==> src/rtl/seq_divider.sv <==
// seq_divider: iterative unsigned restoring divider, one quotient bit per clock.
// Ports: Clk/Rst_n; Start, A, B in; Busy, Done, Quotient, Remainder, DivByZero out.
module seq_divider #(
    parameter int WIDTH = 4
) (
    input  logic             Clk,
    input  logic             Rst_n,
    input  logic             Start,
    input  logic [WIDTH-1:0] A,
    input  logic [WIDTH-1:0] B,
    output logic             Busy,
    output logic             Done,
    output logic [WIDTH-1:0] Quotient,
    output logic [WIDTH-1:0] Remainder,
    output logic             DivByZero
);

    localparam int CW = $clog2(WIDTH);

    typedef enum logic [1:0] {
        IDLE,
        RUN,
        DONE
    } state_t;

    state_t           state_q;
    logic             busy_q;
    logic             done_q;
    logic [WIDTH-1:0] dvd_q;
    logic [WIDTH-1:0] dvs_q;
    logic [WIDTH-1:0] rem_q;
    logic [CW-1:0]    cnt_q;
    logic [WIDTH-1:0] quo_q;
    logic [WIDTH-1:0] rmo_q;
    logic             dbz_q;

    logic [WIDTH:0]   shift_d;
    logic [WIDTH:0]   trial_d;
    logic             qbit_d;
    logic [WIDTH-1:0] rem_d;
    logic [WIDTH-1:0] dvd_d;
    logic             accept_d;

    // The partial remainder is always below the divisor, so it is stored in
    // WIDTH bits; the extra bit exists only in the shifted and trial values.
    always_comb begin
        shift_d  = {rem_q, dvd_q[WIDTH-1]};
        trial_d  = shift_d - {1'b0, dvs_q};
        qbit_d   = ~trial_d[WIDTH];
        rem_d    = qbit_d ? trial_d[WIDTH-1:0] : shift_d[WIDTH-1:0];
        // Quotient bits fill the dividend register from the bottom as it
        // shifts out, so after WIDTH steps it holds the quotient.
        dvd_d    = {dvd_q[WIDTH-2:0], qbit_d};
        accept_d = Start && (state_q != RUN);
    end

    always_ff @(posedge Clk or negedge Rst_n) begin
        if (!Rst_n) begin
            state_q <= IDLE;
            busy_q  <= 1'b0;
            done_q  <= 1'b0;
            dvd_q   <= '0;
            dvs_q   <= '0;
            rem_q   <= '0;
            cnt_q   <= '0;
            quo_q   <= '0;
            rmo_q   <= '0;
            dbz_q   <= 1'b0;
        end else begin
            unique case (state_q)
                IDLE, DONE: begin
                    done_q <= 1'b0;
                    if (accept_d) begin
                        dvd_q   <= A;
                        dvs_q   <= B;
                        rem_q   <= '0;
                        cnt_q   <= CW'(WIDTH - 1);
                        busy_q  <= 1'b1;
                        state_q <= RUN;
                    end else begin
                        state_q <= IDLE;
                    end
                end
                RUN: begin
                    if (dvs_q == '0) begin
                        quo_q   <= '1;
                        rmo_q   <= dvd_q;
                        dbz_q   <= 1'b1;
                        busy_q  <= 1'b0;
                        done_q  <= 1'b1;
                        state_q <= DONE;
                    end else begin
                        rem_q <= rem_d;
                        dvd_q <= dvd_d;
                        cnt_q <= cnt_q - CW'(1);
                        if (cnt_q == '0) begin
                            quo_q   <= dvd_d;
                            rmo_q   <= rem_d;
                            dbz_q   <= 1'b0;
                            busy_q  <= 1'b0;
                            done_q  <= 1'b1;
                            state_q <= DONE;
                        end
                    end
                end
                default: begin
                    busy_q  <= 1'b0;
                    done_q  <= 1'b0;
                    state_q <= IDLE;
                end
            endcase
        end
    end

    assign Busy      = busy_q;
    assign Done      = done_q;
    assign Quotient  = quo_q;
    assign Remainder = rmo_q;
    assign DivByZero = dbz_q;

endmodule

==> config.mk <==
export PLATFORM = sky130hd
export DESIGN_NAME = seq_divider
export DESIGN_NICKNAME = d
export VERILOG_FILES = /design/src/rtl/seq_divider.sv
export SDC_FILE = /design/constraint.sdc
export NUM_CORES = 1
export LEC_CHECK = 0
export CORE_UTILIZATION = 55
export DETAILED_ROUTE_END_ITERATION = 8
export PLACE_DENSITY = 0.79
export SYNTH_ARGS = -nofsm -noshare
export SYNTH_HDL_FRONTEND = slang
export SYNTH_SLANG_ARGS = --single-unit
export TNS_END_PERCENT = 100
==> constraint.sdc <==
create_clock -name Clk -period 3.8 [get_ports Clk]
set_input_delay 0.57 -clock Clk [delete_from_list [all_inputs] [get_ports Clk]]
set_output_delay 0.57 -clock Clk [all_outputs]
set_load 0.02 [all_outputs]
==> flow_summary.ini, run 1 <==
[clock_network]
hold_buffers = 0
cts-resized-gates = 0
clkSinkCount = 26
cts_buffers = 3
cts_buffer_depth = 2
clkSlewWorstSetupHoldPaths_ns = 0.15
cts_setup_buffers = 0
cts_max_level = 1
cts_tree = done
clock_latency_ns = 0.34
root_buffer = clkbuf_4

[worst_hold_path]
hold_depth = 1
hp-class = reg -> reg

[placement]
dp_hpwl_um = 2170
gp_congestion = 0.863
portBuffers = 21
placed_cell_area_um2 = 1620

[floorplan]
initial_utilization_pct = 57.6
io_pins = 22
rows = 18
die_width_um = 52.7
die_h_um = 52.7
core_um2 = 2450
dieArea_um2 = 2780

[timing]
slew_violations = 0
max_freq_mhz = 453
fin_crit_ns = 2.21
relSlewSlack_pct = 22.5
finalSetupViolCount = 0
hold_viol = 0
tns_ns = 0
rsz0062_at_grt = no
fin_crit_sh_pct = 58.1
worst_slew_pin_slew_ns = 1.16
skew_ns = 0.00625

[layout]
drive_gt1_share_pct = 10.2
final_cell_mix = dfrtp_1 (26), clkdlybuf4s50_1 (21), nand2_1 (19), nor2_1 (16)
nFillCells = 215
final_common_cell = dfrtp_1
final_nets = 184
antenna_cells = 0
fin_area_um2 = 1660
syn2layout_area_growth_pct = 17.2
final_core_util_pct = 67.5

[detailed_routing]
drt_iter0_drc = 21
wirelength_um = 2920
dr.pass1.iters = 4
wire_per_inst_um = 14.9
drc = 0
vias = 1120
vias_per_cell = 5.71
detail-route-antenna-nets = 0

[critical_path]
cp-start-kind = flip-flop
path_cells = inv_1, ha_1, fa_1, nand2b_1, o2bb2ai_2, xnor2_2, mux2i_1, o31ai_1
required_ns = 4.01
reg2reg_depth = 8
max_stage_delay_ns = 0.42
path_delay_family = adder cells
worst-path-buf-inv = 1
path_class = reg -> reg
crit_arrival_ns = 2.42
cp_num_cells = 8
endpoint_kind = flip-flop
cp_slowest_cell = dfrtp_1
worstPathMaxFanout = 8

[yosys]
synthSimpleGateAreaFrac_pct = 20.7
ys_ff_latch = 26
synth_ff_type = dfrtp_1
synth_cell_type_count = 36
synth_top_family_by_area = simple AND/OR/NAND/NOR gates
syn_nets = 164
syn_avg_cell_area_um2 = 9.62
ys_seq_area_share_pct = 46.0
synth_edf_count = 0
synthArstFlopShare_pct = 100
synth_xor_area_share_pct = 3.54
synth-compound-area-share_pct = 15.0
syn_inst = 147
muxShareOfSynthArea_pct = 3.89
synth_area_um2 = 1410
yosys.area_share.adder_pct = 5.84
ys_warn_count = 0

[status]
status = finished clean

[power]
power.density_nw_per_um2 = 1070
leakage_nw = 0.723
finalPower_mw = 1.77
ir_drop_mv = 0.717

[job]
maxCapViolCount = 0

[global_route]
track_usage_pct = 24.6
grt_max_degree = 27
grt-ovfl-total = 0
antenna_found_initial = 0
grt_pass1_wl_um = 4890
grt_pass1_vias = 1085
logic make-up (layout without fill, tap and decap cells):
family	after synthesis	count (layout)
AOI/OAI and AO/OA	33	33
xor gates and xnor gates	4	4
adders and majority gates	6	6
buffers and inverters	14	33
DFF	26	26
muxes	5	5
and+or+nand+nor	59	59
cells in the mapped netlist (all sizes together) (4+ instances only):
cell type,count,area (µm²)
dfrtp,26,651
a31oi,6,37.5
nand2b,5,31.3
mux2,4,45.0
nand3,6,30.0
nor2,18,72.6
inv,8,30.0
nand2,21,88.8
ha,5,62.6
a21oi,7,35.0
o21ai,12,63.8
buf,5,37.5
area by class of cell:
class,instances,area (µm²),area share (%)
Timing Repair Buffer,21,210,12.7
Tap cell,30,37.5,2.27
Clock buffer,4,36.3,2.19
Inverter,8,30.0,1.81
Multi-Input combinational cell,107,692,41.8
Sequential cell,26,651,39.3
final timing paths:
kind | slack, ns | end | startpoint
min in group asynchronous | 0.82 | dvd_q[1]$_DFFE_PN0P_ | Rst_n
worst max-delay path | 1.59 | Remainder[2]$_DFFE_PN0P_ | dvd_q[3]$_DFFE_PN0P_
worst min register to register | 0.49 | cnt_q[0]$_DFFE_PN0P_ | cnt_q[0]$_DFFE_PN0P_
max in group asynchronous | 2.28 | dvs_q[1]$_DFFE_PN0N_ | Rst_n
worst max register to register | 1.59 | Remainder[2]$_DFFE_PN0P_ | dvd_q[3]$_DFFE_PN0P_
worst min-delay path | 0.49 | cnt_q[0]$_DFFE_PN0P_ | cnt_q[0]$_DFFE_PN0P_
metal layers:
metal  vias up  wire length [µm]  global-route usage [%]
li1        545                 -                       -
met1       533              1290                    30.3
met2        37              1450                    40.5
met3         5               134                    4.93
met4         0                46                    11.8
met5         -                 0                       0
stage by stage:
step / hold WS [ns] / setup WS [ns] / cells
global placement: 0.461 / 1.70 / 192
detailed placement: 0.460 / 1.61 / 192
floorplan: 0.274 / 1.79 / 147
global route: 0.526 / 1.41 / 196
finish: 0.491 / 1.59 / 196
CTS: 0.486 / 1.58 / 196
flip-flops by register name, indices dropped and copies added, names as in the netlist:
name       cells
Quotient       4
Remainder      4
dvd_q          4
dvs_q          4
rem_q          4
cnt_q          2
state_q        2
Busy           1
DivByZero      1
power breakdown:
group / internal (mW) / total [mW] / leakage, nW / switching (mW)
registers: 0.421 / 0.566 / 0.310 / 0.144
clock network: 0.0589 / 0.148 / 0.0210 / 0.0888
logic: 0.454 / 1.06 / 0.392 / 0.607
total: 0.934 / 1.77 / 0.723 / 0.841
(Power assumes the default switching activity.)
==> inputs of run 2 (changes only) <==
--- a/config.mk
+++ b/config.mk
@@ -5,9 +5,9 @@
 export SDC_FILE = /design/constraint.sdc
 export NUM_CORES = 1
 export LEC_CHECK = 0
-export CORE_UTILIZATION = 55
+export CORE_UTILIZATION = 47
 export DETAILED_ROUTE_END_ITERATION = 8
-export PLACE_DENSITY = 0.79
+export PLACE_DENSITY = 0.72
 export SYNTH_ARGS = -nofsm -noshare
 export SYNTH_HDL_FRONTEND = slang
 export SYNTH_SLANG_ARGS = --single-unit
==> constraint.sdc (replaced) <==
create_clock -name Clk -period 2 [get_ports Clk]
set_input_delay 0.3 -clock Clk [delete_from_list [all_inputs] [get_ports Clk]]
set_output_delay 0.3 -clock Clk [all_outputs]
set_load 0.02 [all_outputs]
==> run 2 against run 1 <==
Count of clock-buffer cells in the layout unchanged; maximum frequency up 11%; cell count up 5.6%; routed wire length up 3.4%; first-iteration DRC count up 29%; cell area up 8.3%; sequential cell count unchanged; the run now ends with DRC left.
==> flow_summary.ini, run 2 (synthesis results as in run 1) <==
[status]
status = complete, but fails checks
violations = DRC

[worst_hold_path]
hp-class = in -> async

[floorplan]
io_pins = 22
die_width_um = 56.8
die_h_um = 56.8
rows = 19
dieArea_um2 = 3230
core_um2 = 2810
initial_utilization_pct = 50.4

[timing]
relSlewSlack_pct = 66.1
hold_viol = 0
fin_crit_ns = 1.99
fin_crit_sh_pct = 99.7
timing.final.ws_setup_ns = 0.00582
finalSetupViolCount = 0
max_freq_mhz = 501
tns_ns = 0
worst_slew_pin_slew_ns = 0.509
skew_ns = 0.00943
rsz0062_at_grt = yes
slew_violations = 0

[clock_network]
hold_buffers = 0
clkSlewWorstSetupHoldPaths_ns = 0.14
cts_buffers = 3
clkSinkCount = 26
cts_max_level = 1
clock_latency_ns = 0.33
cts_buffer_depth = 2
cts_tree = done
root_buffer = clkbuf_4

[detailed_routing]
vias_per_cell = 5.46
vias = 1130
detail-route-antenna-nets = 0
drc = 2
drt_iter0_drc = 27
wire_per_inst_um = 14.6
wirelength_um = 3020
dr.pass1.iters = 6

[global_route]
grt_pass1_vias = 1104
antenna_found_initial = 0
track_usage_pct = 20.4
grt-ovfl-total = 0
grt_max_degree = 27
grt_pass1_wl_um = 5020

[critical_path]
worstPathMaxFanout = 7
path_delay_family = adder cells
required_ns = 2.21
endpoint_kind = flip-flop
path_class = reg -> reg
r2r_start = dvs_q[0]$_DFFE_PN0N_
path_cells = ha_4, fa_2, nand2b_4, o2bb2ai_4, xnor2_2, mux2i_1, o31ai_1
reg2reg_slack_ns = 0.006
worst-path-buf-inv = 0
cp-start-kind = flip-flop
max_stage_delay_ns = 0.44
crit_arrival_ns = 2.21
reg2reg_depth = 7
cp_slowest_cell = dfrtp_1
reg2reg_to = Remainder[2]$_DFFE_PN0P_

[placement]
gp_congestion = 0.863
portBuffers = 21
place_ws_ns = -0.0346
dp_hpwl_um = 2320

[layout]
final_common_cell = dfrtp_1
seqCellArea_um2 = 651
nFillCells = 249
drive_gt1_share_pct = 19.3
syn2layout_area_growth_pct = 26.9
final_cell_mix = dfrtp_1 (26), clkdlybuf4s50_1 (21), nand2_1 (17), nor2_1 (16), buf_4 (10)
antenna_cells = 0
final_nets = 194
final_core_util_pct = 64.0
multi_input_area_um2 = 753

[job]
maxCapViolCount = 0
[run 2: per-layer routing]
layer | GRT usage [%] | wire length, µm | share of wire [%]
met3 | 4.61 | 137 | 4.5
met4 | 3.48 | 0 | 0
met2 | 35.2 | 1500 | 50
met5 | 0 | 0 | 0
met1 | 26.7 | 1380 | 46
[run 2: area by class of cell]
class,count,share of cell area [%]
Sequential cell,26,36.3
Clock buffer,4,2.02
Multi-Input combinational cell,107,42.0
Tap cell,31,2.16
Timing Repair Buffer,31,15.9
Inverter,8,1.67
[run 2: repair_timing]
action | in CTS | in global routing
setup endpoints to repair | 4 | 9
pin swaps | 2 | 8
buffers inserted | 1 | 1
resized for setup | 1 | 7
[run 2: how the worst max path moves through the flow]
stage,end,startpoint,cells after the start,slack (ns)
after floorplan,Remainder[2]$_DFFE_PN0P_,dvd_q[3]$_DFFE_PN0P_,8,0.04
after global placement,Remainder[2]$_DFFE_PN0P_,dvd_q[3]$_DFFE_PN0P_,8,0.04
after detailed placement,Remainder[2]$_DFFE_PN0P_,dvd_q[3]$_DFFE_PN0P_,8,-0.03
after CTS,Remainder[2]$_DFFE_PN0P_,dvd_q[3]$_DFFE_PN0P_,8,0.009
after global routing,Remainder[2]$_DFFE_PN0P_,dvs_q[0]$_DFFE_PN0N_,7,-0.12
final,Remainder[2]$_DFFE_PN0P_,dvs_q[0]$_DFFE_PN0N_,7,0.006
[run 2: worst reg2reg max path: stages, from the launching register on]
cell,delay (ns)
dfrtp_1,0.44
ha_4,0.18
fa_2,0.34
nand2b_4,0.16
o2bb2ai_4,0.19
xnor2_2,0.22
mux2i_1,0.26
o31ai_1,0.10
[run 2: through the flow]
stage	hold WS (ns)	area, µm²	cells
CTS	0.336	1750	206
detailed placement	0.460	1700	201
floorplan	0.00441	1440	147
finish	0.326	1790	207
global route	0.340	1790	207
global placement	0.458	1700	201
Power of run 2 is left out: the tool's default activity adds up to more than one toggle a clock period on the data nets, which glitch-free logic cannot reach.
